==> config.mk <==
export PLATFORM = sky130hd
export DESIGN_NAME = fetch_bundle_queue_flat
export DESIGN_NICKNAME = d
export VERILOG_FILES = /design/src/rtl/fetch_bundle_queue_if.sv /design/src/rtl/fetch_bundle_queue.sv /design/src/flat_wrapper.sv
export SDC_FILE = /design/constraint.sdc
export NUM_CORES = 1
export LEC_CHECK = 0
export ABC_CLOCK_PERIOD_IN_PS = 3400
export BUFFER_PORTS_ARGS = -buffer_cell sky130_fd_sc_hd__buf_2
export CELL_PAD_IN_SITES_DETAIL_PLACEMENT = 1
export CELL_PAD_IN_SITES_GLOBAL_PLACEMENT = 1
export CORE_MARGIN = 3
export CORE_UTILIZATION = 44
export DETAILED_ROUTE_END_ITERATION = 8
export PLACE_DENSITY = 0.82
export SYNTH_ARGS = -nofsm -noshare
export SYNTH_HDL_FRONTEND = slang
export SYNTH_SLANG_ARGS = --single-unit
==> constraint.sdc <==
create_clock -name clk -period 3.4 [get_ports clk]
set_input_delay 0.34 -clock clk [delete_from_list [all_inputs] [get_ports clk]]
set_output_delay 0.34 -clock clk [all_outputs]
set_load 0.1 [all_outputs]
==> src/rtl/fetch_bundle_queue_if.sv <==
// Fetch unit boundary: cache lookup, refill handshake, redirect and decode-side bundle stream.
// Bundle stream: a bundle transfers on a rising clk when out_valid && out_ready; while out_valid is high
// and out_ready is low the head fields are held stable, and out_valid never depends on out_ready.
interface fetch_bundle_queue_if #(
  parameter int ADDR_W = 32,
  parameter int LANES  = 2,
  parameter int TAG_W  = 10
);
  logic                  flush;
  logic [ADDR_W-1:0]     pc_branch;
  logic [ADDR_W-1:0]     fetch_pc;
  logic                  ic_hit;
  logic [LANES*32-1:0]   ic_data;
  logic                  miss_req;
  logic [TAG_W-1:0]      miss_tag;
  logic                  fill_valid;
  logic [TAG_W-1:0]      fill_tag;
  logic                  out_valid;
  logic                  out_ready;
  logic [LANES*32-1:0]   out_instr;
  logic [ADDR_W-1:0]     out_pc;
  logic [LANES-1:0]      out_mask;
  logic                  done;

  modport master (
    input  flush, pc_branch, ic_hit, ic_data, fill_valid, fill_tag, out_ready,
    output fetch_pc, miss_req, miss_tag, out_valid, out_instr, out_pc, out_mask, done
  );

  modport slave (
    output flush, pc_branch, ic_hit, ic_data, fill_valid, fill_tag, out_ready,
    input  fetch_pc, miss_req, miss_tag, out_valid, out_instr, out_pc, out_mask, done
  );
endinterface

==> src/rtl/fetch_bundle_queue.sv <==
// Multi-lane instruction fetch with tag-matched miss handling, stop detection and a
// bundle FIFO decoupling fetch from decode.
module fetch_bundle_queue #(
  parameter int                ADDR_W      = 32,
  parameter int                LANES       = 2,
  parameter int                BLOCK_BYTES = 128,
  parameter int                TAG_W       = 10,
  parameter int                QDEPTH      = 4,
  parameter logic [ADDR_W-1:0] RESET_PC    = '0
) (
  input  logic                 clk,
  input  logic                 reset,
  fetch_bundle_queue_if.master bus,
  output logic [1:0]           fsm_state
);
  localparam int BUNDLE = LANES * 4;
  localparam int BLK    = $clog2(BLOCK_BYTES);
  localparam int QW     = $clog2(QDEPTH);

  typedef enum logic [1:0] {
    RUN  = 2'd0,
    MISS = 2'd1,
    HALT = 2'd2
  } state_t;

  state_t             state;
  logic [ADDR_W-1:0]  fetch_pc;
  logic               miss_req;
  logic [TAG_W-1:0]   miss_tag;
  logic               done;

  logic [ADDR_W-1:0]   q_pc    [QDEPTH];
  logic [LANES*32-1:0] q_instr [QDEPTH];
  logic [LANES-1:0]    q_mask  [QDEPTH];
  logic [QW-1:0]       rd_ptr;
  logic [QW-1:0]       wr_ptr;
  logic [QW:0]         count;
  logic [QW:0]         count_nxt;

  logic [ADDR_W-1:0]  base;
  logic [ADDR_W-1:0]  lane_off;
  logic [LANES-1:0]   mask;
  logic               stop_found;
  logic               seen;
  logic               deq;
  logic               enq;
  logic               space;

  assign base     = fetch_pc & ~ADDR_W'(BUNDLE - 1);
  assign lane_off = (fetch_pc - base) >> 2;

  // Live lanes start at the fetch offset; the first live stop closes the bundle.
  always_comb begin
    seen = 1'b0;
    mask = '0;
    for (int i = 0; i < LANES; i++) begin
      if ((ADDR_W'(i) >= lane_off) && !seen) begin
        mask[i] = 1'b1;
        if (bus.ic_data[32*i+21 +: 11] == 11'b0) seen = 1'b1;
      end
    end
    stop_found = seen;
  end

  assign deq   = (count != '0) && bus.out_ready;
  assign space = (count < (QW+1)'(QDEPTH)) || deq;
  assign enq   = !bus.flush && (state == RUN) && bus.ic_hit && space;

  always_comb begin
    count_nxt = count;
    if (bus.flush) count_nxt = '0;
    else           count_nxt = count + (QW+1)'(enq) - (QW+1)'(deq);
  end

  always_ff @(posedge clk or posedge reset) begin
    if (reset) begin
      state    <= MISS;
      fetch_pc <= RESET_PC;
      miss_req <= 1'b1;
      miss_tag <= RESET_PC[BLK +: TAG_W];
      done     <= 1'b0;
    end else if (bus.flush) begin
      state    <= RUN;
      fetch_pc <= bus.pc_branch;
      miss_req <= 1'b0;
      done     <= 1'b0;
    end else begin
      case (state)
        RUN: begin
          done <= 1'b0;
          if (bus.ic_hit) begin
            if (enq) begin
              if (stop_found) state <= HALT;
              else            fetch_pc <= base + ADDR_W'(BUNDLE);
            end
          end else begin
            state    <= MISS;
            miss_req <= 1'b1;
            miss_tag <= fetch_pc[BLK +: TAG_W];
          end
        end
        MISS: begin
          done <= 1'b0;
          if (bus.fill_valid && (bus.fill_tag == miss_tag)) begin
            state    <= RUN;
            miss_req <= 1'b0;
          end
        end
        HALT: done <= (count_nxt == '0);
        default: begin
          state <= RUN;
          done  <= 1'b0;
        end
      endcase
    end
  end

  // Flush discards the whole queue, including any head decode is taking this cycle.
  always_ff @(posedge clk or posedge reset) begin
    if (reset) begin
      rd_ptr <= '0;
      wr_ptr <= '0;
      count  <= '0;
    end else if (bus.flush) begin
      rd_ptr <= '0;
      wr_ptr <= '0;
      count  <= '0;
    end else begin
      if (enq) wr_ptr <= wr_ptr + 1'b1;
      if (deq) rd_ptr <= rd_ptr + 1'b1;
      count <= count_nxt;
    end
  end

  always_ff @(posedge clk) begin
    if (enq) begin
      q_pc[wr_ptr]    <= base;
      q_instr[wr_ptr] <= bus.ic_data;
      q_mask[wr_ptr]  <= mask;
    end
  end

  assign bus.fetch_pc  = fetch_pc;
  assign bus.miss_req  = miss_req;
  assign bus.miss_tag  = miss_tag;
  assign bus.done      = done;
  assign bus.out_valid = (count != '0);
  assign bus.out_pc    = q_pc[rd_ptr];
  assign bus.out_instr = q_instr[rd_ptr];
  assign bus.out_mask  = (count != '0) ? q_mask[rd_ptr] : '0;
  assign fsm_state     = state;
endmodule
==> src/flat_wrapper.sv <==
// flat-port wrapper written by rule: the top's interface ports become plain ports
module fetch_bundle_queue_flat 
#(
  parameter int                ADDR_W      = 32,
  parameter int                LANES       = 2,
  parameter int                BLOCK_BYTES = 128,
  parameter int                TAG_W       = 10,
  parameter int                QDEPTH      = 4,
  parameter logic [ADDR_W-1:0] RESET_PC    = '0
)
  (clk, reset, fsm_state, bus_flush, bus_pc_branch, bus_ic_hit, bus_ic_data, bus_fill_valid, bus_fill_tag, bus_out_ready, bus_fetch_pc, bus_miss_req, bus_miss_tag, bus_out_valid, bus_out_instr, bus_out_pc, bus_out_mask, bus_done);
  fetch_bundle_queue_if #(.ADDR_W(ADDR_W), .LANES(LANES), .TAG_W(TAG_W)) bus_i ();
  input  logic clk;
  input  logic reset;
  output logic [1:0] fsm_state;
  input wire logic [$bits(bus_i.flush)-1:0] bus_flush;
  input wire logic [$bits(bus_i.pc_branch)-1:0] bus_pc_branch;
  input wire logic [$bits(bus_i.ic_hit)-1:0] bus_ic_hit;
  input wire logic [$bits(bus_i.ic_data)-1:0] bus_ic_data;
  input wire logic [$bits(bus_i.fill_valid)-1:0] bus_fill_valid;
  input wire logic [$bits(bus_i.fill_tag)-1:0] bus_fill_tag;
  input wire logic [$bits(bus_i.out_ready)-1:0] bus_out_ready;
  output wire logic [$bits(bus_i.fetch_pc)-1:0] bus_fetch_pc;
  output wire logic [$bits(bus_i.miss_req)-1:0] bus_miss_req;
  output wire logic [$bits(bus_i.miss_tag)-1:0] bus_miss_tag;
  output wire logic [$bits(bus_i.out_valid)-1:0] bus_out_valid;
  output wire logic [$bits(bus_i.out_instr)-1:0] bus_out_instr;
  output wire logic [$bits(bus_i.out_pc)-1:0] bus_out_pc;
  output wire logic [$bits(bus_i.out_mask)-1:0] bus_out_mask;
  output wire logic [$bits(bus_i.done)-1:0] bus_done;
  assign bus_i.flush = bus_flush;
  assign bus_i.pc_branch = bus_pc_branch;
  assign bus_i.ic_hit = bus_ic_hit;
  assign bus_i.ic_data = bus_ic_data;
  assign bus_i.fill_valid = bus_fill_valid;
  assign bus_i.fill_tag = bus_fill_tag;
  assign bus_i.out_ready = bus_out_ready;
  assign bus_fetch_pc = bus_i.fetch_pc;
  assign bus_miss_req = bus_i.miss_req;
  assign bus_miss_tag = bus_i.miss_tag;
  assign bus_out_valid = bus_i.out_valid;
  assign bus_out_instr = bus_i.out_instr;
  assign bus_out_pc = bus_i.out_pc;
  assign bus_out_mask = bus_i.out_mask;
  assign bus_done = bus_i.done;
  fetch_bundle_queue #(.ADDR_W(ADDR_W), .LANES(LANES), .BLOCK_BYTES(BLOCK_BYTES), .TAG_W(TAG_W), .QDEPTH(QDEPTH), .RESET_PC(RESET_PC)) u_core (.clk(clk), .reset(reset), .bus(bus_i), .fsm_state(fsm_state));
endmodule
Word-level counts from Yosys, hierarchy flattened
Memories as Yosys holds them, arrays and structs flattened.
Index checks and enable logic that the tools add are counted.
- add/sub/neg operators: 6
- $lt $le $gt $ge: 3
- equality and inequality tests: 9
- mux-type cells: 32
- bitwise operators: 2
- reduce and logical (&&, ||, !) cells: 23
- operator list (cell ; count):
    $mux W32 ; 5
    $ge A1 B30 Y1 const A ; 2
    $add A32 B4 Y32 const B ; 1
    $sub A32 B32 Y32 ; 1
    $logic_not A11 Y1 ; 2
    $mux W2 ; 10
    $mux W1 ; 13
    $eq A10 B10 Y1 ; 1
    $ne A4 B3 Y1 const B ; 2
    $reduce_and A4 Y1 ; 2
    $reduce_bool A2 Y1 ; 4
    $logic_and A1 B1 Y1 ; 6
    $mux W3 ; 2
    $pmux W2 S3 ; 1
    $reduce_and A3 Y1 ; 2
    $reduce_bool A3 Y1 ; 2
    $add A2 B1 Y2 const B ; 2
    $ne A2 B2 Y1 const B ; 2
    $add A3 B1 Y3 ; 1
    $logic_not A3 Y1 ; 1
    $lt A3 B3 Y1 const B ; 1
    $ne A3 B2 Y1 const B ; 1
    $ne A3 B3 Y1 const B ; 1
    $sub A3 B1 Y3 ; 1
    7 further kinds ; 9
- flip-flop bits (word level): 53
- memory bits (writable): 380
- input bits: 112
- memories: 3
- memory list (name ; depth ; width ; read ports ; clocked after Yosys merged registers in ; write ports ; RTL line ; source):
    u_core.q_instr ; 4 ; 64 ; 1 ; 0 ; 1 ; fetch_bundle_queue.sv:33 ; logic [LANES*32-1:0] q_instr [QDEPTH];
    u_core.q_pc ; 4 ; 29 ; 1 ; 0 ; 1 ; fetch_bundle_queue.sv:32 ; logic [ADDR_W-1:0] q_pc [QDEPTH];
    u_core.q_mask ; 4 ; 2 ; 1 ; 0 ; 1 ; fetch_bundle_queue.sv:34 ; logic [LANES-1:0] q_mask [QDEPTH];

Longest topological paths before layout
- word-level depth: 11
- mapped depth: 11
- gate-level depth less buffers: 10

Least setup slack after synthesis
OpenSTA, ideal clock, no wires.
- path kind: reg-to-reg
- start point: reg u_core.state[1], in the netlist u_core.fsm_state[1]
- end point: mem u_core.q_instr[0][0] in the netlist's numbering (enable)
- data arrival time: 3.831 ns
- data required time: 2.935 ns
- path slack: -0.896 ns
- stages on the path, launching flop included: 7
- path buffers: 2
- path through: dfrtp_1 -> buf_6 -> nor3_4 -> nand3_2 -> buf_2 -> inv_1 -> and2_1
- word-level cells in the longest chain between the ends: 6
- RTL lines (item ; RTL line ; source):
    start: declaration ; fetch_bundle_queue.sv:26 ; state_t state;
    start signal: assignment ; fetch_bundle_queue.sv:77 ; state <= MISS;
    start signal: assignment ; fetch_bundle_queue.sv:83 ; state <= RUN;
    start signal: assignment ; fetch_bundle_queue.sv:93 ; if (stop_found) state <= HALT;
    $logic_not A2 Y1 ; fetch_bundle_queue.sv:67 ; assign enq = !bus.flush && (state == RUN) && bus.ic_hit && space;
    $logic_and A1 B1 Y1 (3 in series) ; fetch_bundle_queue.sv:67 ;
    $mux W1 ; fetch_bundle_queue.sv:136 ; if (enq) begin
    $mux W1 (not written as such) ; fetch_bundle_queue.sv:138 ; q_instr[wr_ptr] <= bus.ic_data;
    end: declaration ; fetch_bundle_queue.sv:33 ;
No other way between the ends.

Worst setup path after layout
- start point: reg u_core.rd_ptr[0]
- end point: out bus_out_mask[0]
- word-level cells in the longest chain between the ends: 2
- RTL lines (item ; RTL line ; source):
    start: declaration ; fetch_bundle_queue.sv:35 ; logic [QW-1:0] rd_ptr;
    start signal: assignment ; fetch_bundle_queue.sv:130 ; if (deq) rd_ptr <= rd_ptr + 1'b1;
    $mem_v2 Z4 W2 ; n/a ;
    $mux W2 ; fetch_bundle_queue.sv:150 ; assign bus.out_mask = (count != '0) ? q_mask[rd_ptr] : '0;
    end: declaration ; flat_wrapper.sv:29 ; output wire logic [$bits(bus_i.out_mask)-1:0] bus_out_mask;
No other way between the ends.

==> flow_summary.json <==
{
  "rsz0062_at_grt": "false",
  "status": "completed",
  "placed_area_mm2": 0.0188,
  "crit_buf_inv": 2,
  "worstSetupStartpointType": "flop",
  "cp_top_family": "flip-flops",
  "worstSkewPairLatency_ps": 560,
  "seq_area_frac_synth_pct": 75.8,
  "drive_gt1_share_pct": 37.5,
  "stdcell_area_mm2": 0.0211,
  "powerDensity_mw_per_mm2": 817,
  "fin_nets": 1317,
  "final_common_cell": "edfxtp_1",
  "synth_edf_count": 380,
  "core_area_mm2": 0.0371,
  "yosysTopAreaCell": "edfxtp_1",
  "finalCritPeriodShare_pct": 86.8,
  "end_kind": "primary output",
  "path_class": "flop to primary output",
  "area_delta_synth_final_pct": 25.5,
  "worstRegToRegCells": 10,
  "grt_first_pass_wirelength_um": 67200,
  "cts-root-buf": "clkbuf_16",
  "placementRows": 70,
  "drc": 0,
  "tritoncts": "built",
  "whs_path_depth": 1,
  "min_period_ps": 2950,
  "synth_top_area_share_pct": 67.9,
  "hold_path.class": "input pin to flop",
  "synthTopCellsByArea": "edfxtp_1, mux4_2, dfrtp_1, nand2_1, xnor2_1",
  "skew_ps": 16.1,
  "drv_slew": 0,
  "finalWirelength_um": 43500,
  "io_buffers": 253,
  "async_flop_share_pct": 12.2,
  "cts_sinks": 433,
  "vias_per_cell": 5.51,
  "cts_buffers": 46,
  "yosysWarnings": 0,
  "place.gp.congestion": 0.784,
  "io_pins": 257,
  "dieArea_mm2": 0.0406,
  "synth_cells": 837,
  "grt_util_all_layers_pct": 21.6,
  "ys.flop_type": "edfxtp_1",
  "slowest_stage": "dfrtp_4",
  "worstMarginPinSlew_ps": 926,
  "r2r-end": "u_core.bus.done$_DFF_PP0_",
  "p_leak_nw": 7.40,
  "avgSynthCellArea_um2": 20.1,
  "critPathMaxStageDelay_ps": 680,
  "cts_hold_buf": 74,
  "peakVddDrop_v": 0.000872,
  "layout_common_cells": "edfxtp_1, buf_2, mux4_2",
  "htree_num_levels": 2,
  "maxCapViolCount": 0,
  "fin_tns_setup_ps": 0,
  "postCtsSetupBuffers": 0,
  "relSlewSlack_pct": 37.9,
  "first_pass_iters": 5,
  "fmax_mhz": 339,
  "cts_buffer_depth": 3,
  "final_antenna_net_count": 0,
  "synth_cell_type_count": 53,
  "crit_arrival_ps": 2610,
  "syn-cell-area_mm2": 0.0168,
  "cts.reportedPaths.clkPinSlew_ps": 60,
  "reg2reg_slack_ps": 780,
  "pre_cts_ws_ps": 766,
  "cts_resized": 0,
  "path_cells": "buf_12, mux4_2, and2_1, buf_2",
  "grt_antenna_before_repair": 4,
  "die_h_um": 201,
  "drt_iter0_drc": 689,
  "vias": 9569,
  "holdPathEnd": "u_core.q_instr[1][60]$_DFFE_PP_",
  "initial_core_util_pct": 45.3,
  "setup_viol": 0,
  "hold_path_startpoint": "bus_ic_data[60]",
  "setup_slack_ps": 448,
  "ys_ff_latch": 433,
  "dpl.hpwl_um": 27200,
  "hold_viol_final": 0,
  "worst-path-max-fanout": 31,
  "wl_per_cell_um": 25.1,
  "overflow": 0,
  "reg2reg_from": "u_core.count[2]$_DFF_PP0_",
  "hold-worst-slack_ps": 34.2,
  "grt_max_degree": 51,
  "die_w_um": 201,
  "grt_pass1_vias": 10500,
  "p_total_w": 0.0172,
  "worstPathRequired_ps": 3060
}
layout make-up:
cell class / instances / area [um2]
inverters: 17 / 63.8
fillers: 3455 / 16000
flip-flops and latches: 433 / 12700
diodes: 1 / 2.50
well taps: 504 / 631
clock inverters: 18 / 210
multi-input cells: 347 / 3820
clock buffers: 66 / 1310
repair buffers: 352 / 2320
kinds of logic after synthesis:
logic type / Yosys count / share of synthesized area, %
flops: 433 / 75.8
simple gates: 144 / 4.73
mux: 106 / 13.5
compound gates: 68 / 2.81
buf+inv: 59 / 1.64
xor+xnor: 18 / 0.938
fa+ha+maj: 8 / 0.640
other cells: 1 / 0.0223
metal layers:
layer | wire, um | part of all wire [%] | GRT usage [%]
met4 | 733 | 1.7 | 4.49
met3 | 2800 | 6.4 | 5.50
met1 | 18200 | 42 | 28.9
met5 | 21 | 0.048 | 0
met2 | 21800 | 50 | 36.5
metrics by stage:
step                instances  utilization (%)
global placement         1579             50.7
detailed placement       1579             50.7
finish                   1738             56.8
floorplan                 839                -
CTS                      1737             56.8
global route             1738             56.8
synth_stat cells (all sizes together), types with 10 or more instances:
| cell type | count |
|---|---|
| mux4 | 95 |
| buf | 19 |
| nor4 | 20 |
| edfxtp | 380 |
| nand4 | 12 |
| dfrtp | 51 |
| nor2 | 14 |
| xnor2 | 16 |
| o21ai | 24 |
| nand2 | 38 |
| nand3 | 18 |
| inv | 17 |
| mux2 | 10 |
| clkbuf | 23 |
how the worst max path moves through the flow:
stage,startpoint,end,cells after the start
2_1_floorplan,u_core.fsm_state[1]$_DFFE_PP0P_,u_core.q_instr[0][0]$_DFFE_PP_,6
3_3_place_gp,u_core.count[1]$_DFF_PP0_,u_core.bus.done$_DFF_PP0_,10
3_5_place_dp,bus_ic_data[24],u_core.bus.fetch_pc[12]$_DFFE_PP0P_,6
4_1_cts,u_core.rd_ptr[0]$_DFFE_PP0P_,bus_out_mask[0],4
5_1_grt,u_core.rd_ptr[0]$_DFFE_PP0P_,bus_out_mask[0],4
6_report,u_core.rd_ptr[0]$_DFFE_PP0P_,bus_out_mask[0],4
state kept, by name, summed over array words and instances, names as in the netlist:
name                 flops
u_core.q_pc            116
u_core.bus.done          1
u_core.fsm_state         2
u_core.rd_ptr            2
u_core.bus.miss_tag     10
u_core.bus.miss_req      1
u_core.wr_ptr            2
u_core.q_mask            8
u_core.count             3
u_core.bus.fetch_pc     32
u_core.q_instr         256
report_power, final:
| part | switching (W) | internal [W] |
|---|---|---|
| Combinational | 0.00461 | 0.00130 |
| Sequential | 0.000279 | 0.00605 |
| Clock | 0.00202 | 0.00299 |
Note: power is estimated with default switching activity, not from simulation.
